===== config.mk =====
export PLATFORM = sky130hd
export DESIGN_NAME = cpu_sequencer
export DESIGN_NICKNAME = d
export VERILOG_FILES = /design/src/rtl/cpu_pkg.sv /design/src/rtl/seq_wdog.sv /design/src/rtl/cpu_sequencer.sv
export SDC_FILE = /design/constraint.sdc
export NUM_CORES = 1
export LEC_CHECK = 0
export CORE_ASPECT_RATIO = 1.1
export CORE_UTILIZATION = 40
export DETAILED_ROUTE_END_ITERATION = 10
export GPL_ROUTABILITY_DRIVEN = 0
export PLACE_DENSITY = 0.89
export SYNTH_ARGS = -nofsm -noshare
export SYNTH_HDL_FRONTEND = slang
export SYNTH_HIERARCHICAL = 1
export SYNTH_SLANG_ARGS = --single-unit

===== constraint.sdc =====
create_clock -name clk -period 4.3 [get_ports clk]
set_input_delay 0.86 -clock clk [delete_from_list [all_inputs] [get_ports clk]]
set_output_delay 0.86 -clock clk [all_outputs]
set_load 0.02 [all_outputs]

===== src/rtl/cpu_pkg.sv =====
// rtl/cpu_pkg.sv - shared opcode and sequencer state types for the 3-bit-opcode core
package cpu_pkg;

    typedef enum logic [2:0] {
        XOR  = 3'd0,
        BEQ  = 3'd1,
        ADDI = 3'd2,
        ANDI = 3'd3,
        LS   = 3'd4,
        LD   = 3'd5,
        ST   = 3'd6,
        J    = 3'd7
    } opcode_t;

    typedef enum logic [2:0] {
        IDLE   = 3'd0,
        FETCH  = 3'd1,
        DECODE = 3'd2,
        EXEC   = 3'd3,
        MEM    = 3'd4,
        WB     = 3'd5,
        HALT   = 3'd6,
        ERR    = 3'd7
    } seq_state_t;

    function automatic logic is_alu_op(opcode_t op);
        return (op == XOR) || (op == ADDI) || (op == ANDI) || (op == LS);
    endfunction

endpackage


===== src/rtl/seq_wdog.sv =====
// rtl/seq_wdog.sv - data-memory wait counter with timeout flag
module seq_wdog #(
    parameter int TIMEOUT = 16
) (
    input  logic clk,
    input  logic rst_n,
    input  logic clr,
    input  logic inc,
    output logic timeout
);

    localparam int W = $clog2(TIMEOUT + 1);

    logic [W-1:0] cnt;

    // Flag rises while the (TIMEOUT-1) earlier waits are already counted,
    // so the current unacked cycle is the TIMEOUT-th one.
    assign timeout = (cnt == W'(TIMEOUT - 1));

    always_ff @(posedge clk or negedge rst_n) begin
        if (!rst_n) begin
            cnt <= '0;
        end else if (clr) begin
            cnt <= '0;
        end else if (inc && !timeout) begin
            cnt <= cnt + W'(1);
        end
    end

endmodule


===== src/rtl/cpu_sequencer.sv =====
// rtl/cpu_sequencer.sv - multi-cycle fetch/decode/exec/mem/wb sequencer; CPU_SEQ_PERF_EN adds perf counters
module cpu_sequencer #(
    parameter int TIMEOUT = 16
) (
    input  logic        clk,
    input  logic        rst_n,
    input  logic        start,
    input  logic [2:0]  opcode,
    input  logic        alu_zero,
    input  logic        prog_end,
    input  logic        mem_ack,
    output logic        pc_clr,
    output logic        pc_inc,
    output logic        pc_ld,
    output logic        imem_rd,
    output logic        ir_load,
    output logic        reg_write_en,
    output logic        mem_req,
    output logic        mem_we,
    output logic        busy,
    output logic        done,
    output logic        err,
    output logic [2:0]  state,
    output logic [15:0] instr_retired,
    output logic [15:0] cycle_cnt
);

    import cpu_pkg::*;

    seq_state_t state_q, state_d;
    opcode_t    op;
    logic       retire;
    logic       wd_clr, wd_inc, wd_timeout;

    assign op    = opcode_t'(opcode);
    assign state = state_q;
    assign busy  = (state_q != IDLE) && (state_q != HALT) && (state_q != ERR);
    assign done  = (state_q == HALT);
    assign err   = (state_q == ERR);

    seq_wdog #(.TIMEOUT(TIMEOUT)) u_wdog (
        .clk     (clk),
        .rst_n   (rst_n),
        .clr     (wd_clr),
        .inc     (wd_inc),
        .timeout (wd_timeout)
    );

    always_ff @(posedge clk or negedge rst_n) begin
        if (!rst_n) begin
            state_q <= IDLE;
        end else begin
            state_q <= state_d;
        end
    end

    always_comb begin
        state_d      = state_q;
        pc_clr       = 1'b0;
        pc_inc       = 1'b0;
        pc_ld        = 1'b0;
        imem_rd      = 1'b0;
        ir_load      = 1'b0;
        reg_write_en = 1'b0;
        mem_req      = 1'b0;
        mem_we       = 1'b0;
        retire       = 1'b0;
        wd_clr       = 1'b0;
        wd_inc       = 1'b0;
        case (state_q)
            IDLE, HALT, ERR: begin
                if (start) begin
                    pc_clr  = 1'b1;
                    state_d = FETCH;
                end
            end
            FETCH: begin
                imem_rd = 1'b1;
                state_d = DECODE;
            end
            DECODE: begin
                ir_load = 1'b1;
                state_d = EXEC;
            end
            EXEC: begin
                if (op == BEQ) begin
                    retire = 1'b1;
                    pc_ld  = alu_zero;
                    pc_inc = !alu_zero;
                end else if (op == J) begin
                    retire = 1'b1;
                    pc_ld  = 1'b1;
                end else if (op == LD || op == ST) begin
                    wd_clr  = 1'b1;
                    state_d = MEM;
                end else if (is_alu_op(op)) begin
                    state_d = WB;
                end
            end
            MEM: begin
                mem_req = 1'b1;
                mem_we  = (op == ST);
                // An ack on the final allowed cycle takes priority over the timeout.
                if (mem_ack) begin
                    if (op == ST) begin
                        retire = 1'b1;
                        pc_inc = 1'b1;
                    end else begin
                        state_d = WB;
                    end
                end else if (wd_timeout) begin
                    state_d = ERR;
                end else begin
                    wd_inc = 1'b1;
                end
            end
            WB: begin
                reg_write_en = 1'b1;
                pc_inc       = 1'b1;
                retire       = 1'b1;
            end
            default: state_d = IDLE;
        endcase
        if (retire) begin
            state_d = prog_end ? HALT : FETCH;
        end
    end

`ifdef CPU_SEQ_PERF_EN
    logic [15:0] ret_q, cyc_q;

    always_ff @(posedge clk or negedge rst_n) begin
        if (!rst_n) begin
            ret_q <= '0;
            cyc_q <= '0;
        end else if (pc_clr) begin
            ret_q <= '0;
            cyc_q <= '0;
        end else begin
            if (retire && ret_q != 16'hFFFF) begin
                ret_q <= ret_q + 16'd1;
            end
            if (busy && cyc_q != 16'hFFFF) begin
                cyc_q <= cyc_q + 16'd1;
            end
        end
    end

    assign instr_retired = ret_q;
    assign cycle_cnt     = cyc_q;
`else
    assign instr_retired = '0;
    assign cycle_cnt     = '0;
`endif

endmodule


# After elaboration in Yosys (flattened, before gate mapping)
# Cells that the tools add are included.
dict set report op_classes {
  n_addsub 1
  n_eq_ne 23
  n_mux 36
  reduce_logical 16
}
# cell n
set op_table {}
lappend op_table {{$mux 3} 10}
lappend op_table {{$eq 3x3->1 const B} 8}
lappend op_table {{$mux 1} 21}
lappend op_table {{$ne 3x3->1 const B} 5}
lappend op_table {{$pmux 3 s5} 1}
lappend op_table {{$eq 3x2->1 const B} 4}
lappend op_table {{$mux 5} 2}
lappend op_table {{$ne 4x4->1 const B} 2}
lappend op_table {{$reduce_and 7->1} 1}
lappend op_table {{$eq 3x1->1 const B} 2}
lappend op_table {{$logic_not 3->1} 2}
lappend op_table {{$pmux 1 s3} 2}
lappend op_table {{$reduce_bool 6->1} 1}
lappend op_table {{$add 5x1->5 const B} 1}
lappend op_table {{$eq 5x4->1 const B} 1}
lappend op_table {{$logic_or 1x1->1} 4}
lappend op_table {{$ne 4x3->1 const B} 1}
lappend op_table {{$logic_and 1x1->1} 3}
lappend op_table {{$reduce_bool 3->1} 1}
lappend op_table {{$reduce_or 3->1} 1}
lappend op_table {{$logic_not 1->1} 2}
lappend op_table {{$reduce_bool 2->1} 1}
dict set report totals {
  regBits 8
  in_bits 9
  out_inout_bits 46
  elab_cells 78
}

# Logic depth before layout (Yosys ltp)
dict set report depth {
  word_depth 10
  depth_mapped 7
  ltp_nobuf 7
}

# Modules after synthesis
# The synthesis kept the hierarchy.
# module n_inst cells_per_inst area_each_um2 seq_area_each_um2
set modules_own_cells {}
lappend modules_own_cells {cpu_sequencer 1 90 654.4 75.1}
lappend modules_own_cells {seq_wdog 1 23 260.2 125.1}

# Worst setup path before layout
# Ideal clock, no wire load.
dict set report synth_path {
  kind {register to output}
  from {register state_q[1] (netlist: state[1])}
  to {output port pc_clr}
  arrival_time_ps 1495
  required_ps 3440
  setup_slack_ps 1945
  stages_incl_launch_ff 5
  path_buffers 1
  cell_sequence {dfrtp_1 > clkbuf_1 > nor2_1 > a21boi_1 > nor2_1}
}
dict set report synth_between {
  elab_chain_cells 3
  elab_cells_between_ends 5
  cone_classes {eq/ne: 2; mux: 1; reduce/logical: 2}
}
# item line_no
set synth_lines {}
lappend synth_lines {{start, declared} cpu_sequencer.sv:30} ;# seq_state_t state_q, state_d;
lappend synth_lines {{start signal, assigned} cpu_sequencer.sv:53} ;# state_q <= state_d;
lappend synth_lines {{$eq 3x3->1 or $logic_not 3->1 (tied branches)} cpu_sequencer.sv:70} ;# case (state_q)
lappend synth_lines {{$reduce_or 3->1 (*)} cpu_sequencer.sv:70}
lappend synth_lines {{$mux 1 (*)} cpu_sequencer.sv:70}
lappend synth_lines {{end, declared} cpu_sequencer.sv:12} ;# output logic pc_clr,
# Every way passes the cells marked *; elsewhere a longest branch is shown, timed or not.

# Worst setup path in the final report
dict set report layout_path {
  from {input port opcode[0]}
  to {output port pc_inc}
}
dict set report layout_between {
  elab_chain_cells 4
  elab_cells_between_ends 6
  cone_classes {eq/ne: 2; mux: 4}
}
# item line_no
set layout_lines {}
lappend layout_lines {{start, declared} cpu_sequencer.sv:8} ;# input logic [2:0] opcode,
lappend layout_lines {{$eq 3x3->1} cpu_sequencer.sv:105} ;# if (op == ST) begin
lappend layout_lines {{$mux 1} cpu_sequencer.sv:105}
lappend layout_lines {{$mux 1} cpu_sequencer.sv:104} ;# if (mem_ack) begin
lappend layout_lines {{$pmux 1 s3 (*)} cpu_sequencer.sv:70}
lappend layout_lines {{end, declared} cpu_sequencer.sv:13} ;# output logic pc_inc,
# Marks and branches as above.

==> metrics <==
run status finished, final reports clean; Max Clock Freq 0.284 GHz; largest cells by area after synthesis buf_4, dfrtp_1, nor2_1, and3_1, xor2_1; via/cell ratio 4.57; Mapped Cells 113; Final Slew Violations 0; Die Footprint 0.00248 mm²; number of flops mapped to enable cells by yosys 0; register area share after synthesis between 20 and 25%; # resized after CTS 0; DRC 0; Synth Flop Type dfrtp_1; per-cell routed wire length around 11 µm; CTS Buf Count 3; Min Hold Slack between 0.5 and 0.6 ns; DP HPWL approximately 1400 µm; drt pass-1 iters 4; worst slack, placed 0.782 ns; syn_area_per_cell a little over 8 µm²; pwr/cell area about 570 mW/mm²; Antenna diodes 0; worst skew pair latency between 0.2 and 0.3 ns; CP Max Fanout 3; warnings from Yosys 6; total negative slack 0 ns; violation count after the first detailed-route iteration 14; chip height 52.2 µm; worst clock skew 0.00194 ns; Post-synth top cells buf_4, nor2_1, dfrtp_1, and3_1, inv_1; num ports 55; post-route ant nets 0; Net count, final 147; CP max-delay cell clkdlybuf4s50_1; RSZ-0062 raised after global routing false; dpl cells approximately 160; maxcap violations 0; crit-path leading delay family buffers and inverters; via count around 740; most numerous cell in the Yosys netlist buf_4; worst vdd ir 0.354 mV; final cycle utilization of the critical path just over 80%; crit-path cells clkdlybuf4s50_1 -> nand3b_1 -> o41ai_1 -> a21o_1 -> clkdlybuf4s50_1; type of the most critical hold path reg2reg; Synth top area share a little over a quarter; cell area after synthesis ~910 µm²; final core occ roughly half; Critical Path AT around 2.7 ns; async set-reset flop share out of synthesis 100%; Yosys cell types 39; Layout Cells excl Fill roughly 160; Buf+Inv Stages, Crit Path 2; Tot GR Track Use 15.4%; Placed Instance Area between 0.001 and 0.0015 mm²; CTS Sinks 8; CP dominant cell by count clkdlybuf4s50_1; initial antenna violation count 0; count of input and output buffers 22; root cell of the clock tree clkbuf_4; CTS tree yes; leakage power 0.512 nW; initial core utilization a little over two fifths; final WL 1770 µm; vias in the first global route 634; Overall Power about 0.60 mW; Syn-to-layout area delta 15.3%; Final setup viols 0; H-tree depth 1; WS Path Type in2out; CP required 3.44 ns; Clk pin slew, worst setup/hold paths about 0.050 ns; layout cells sized above 1 about 6.7%; Synth area leader buf_4; Die X 47.6 µm; kind of start point of the critical path input pin; Seq cells post-synth 8; Final Worst Setup Slack roughly 0.8 ns; Std-Cell Rows 17; CORE AREA 0.00208 mm²; total setup buffers inserted after CTS 0; grt ovf 0; Hold Fails Final Rpt 0; CTS max path bufs 2; Finished Cell Area about 0.0011 mm²; largest net degree at the start of global routing 18; hold_buf cts 0; first-pass GRT wire length between 2000 and 3000 µm; max incr delay on CP around 0.6 ns; fin crit period roughly 3.5 ns; fillers between 200 and 250; Crit. End Element primary output
power by group:
part	internal, mW	total, mW	switching, mW
clock network	0.0319	0.0568	0.0249
registers	0.104	0.171	0.0672
logic	0.174	0.373	0.199
cell families after synthesis:
logic type | count (synthesis) | share of synthesized area [%]
adder cells (fa/ha/maj) | 2 | 2.74
other | 1 | 0.410
AO/OA/AOI/OAI | 17 | 14.2
buffers and inverters | 41 | 30.2
XOR/XNOR | 4 | 3.83
flip-flops | 8 | 21.9
AND/OR/NAND/NOR | 37 | 23.3
multiplexers | 3 | 3.42
sequential cells by signal (all words and copies together) (netlist names):
register / cells
state: 3
u_wdog/cnt: 5
worst reg2reg max path: stages (launching register included):
cell and delay, ns:
dfrtp_1 0.40, ha_1 0.22, and3_1 0.17, ha_1 0.26
nor3b_1 0.28, nor2b_4 0.26, nand4_1 0.12, mux2_1 0.32
layout make-up:
| type | instances | area, µm² | area share [%] |
|---|---|---|---|
| flip-flops and latches | 8 | 200 | 19.0 |
| multi-input cells | 95 | 554 | 52.6 |
| well taps | 28 | 35.0 | 3.32 |
| repair buffers | 22 | 220 | 20.9 |
| inverters | 6 | 22.5 | 2.14 |
| clock buffers | 3 | 22.5 | 2.14 |
layout by cell type, fill, tap and decap left out, types with 2 or more instances in the layout:
cell / count
conb_1: 32
inv_1: 5
clkdlybuf4s50_1: 22
nand3_1: 2
clkbuf_4: 3
and3_1: 5
a21oi_1: 3
o21ai_0: 2
nor3_1: 3
mux2i_1: 2
xor2_1: 3
nand3b_1: 2
nand2_1: 4
dfrtp_1: 8
a211oi_1: 3
ha_1: 2
nor2_1: 11
nor3b_1: 2
final timing paths:
kind	start	to	slack (ns)	cells after the start
worst min-delay path	u_wdog/cnt[4]	u_wdog/cnt[4]	0.56	2
worst min register to register	u_wdog/cnt[4]	u_wdog/cnt[4]	0.56	2
max in group asynchronous	rst_n	u_wdog/cnt[1]	3.15	1
worst max register to register	u_wdog/cnt[0]	u_wdog/cnt[3]	2.14	7
worst max-delay path	opcode[0]	pc_inc	0.78	5
min in group asynchronous	rst_n	u_wdog/cnt[0]	0.89	1
metal layers:
metal  global-route usage (%)  vias to the layer above  part of all wire (%)
met5                        0                        -                     0
met4                     8.33                        0                   2.0
met3                     2.43                        4                   6.2
met2                     25.1                       41                    50
met1                     18.7                      332                    42
li1                         -                      364                     -
(Power assumes the default switching activity.)
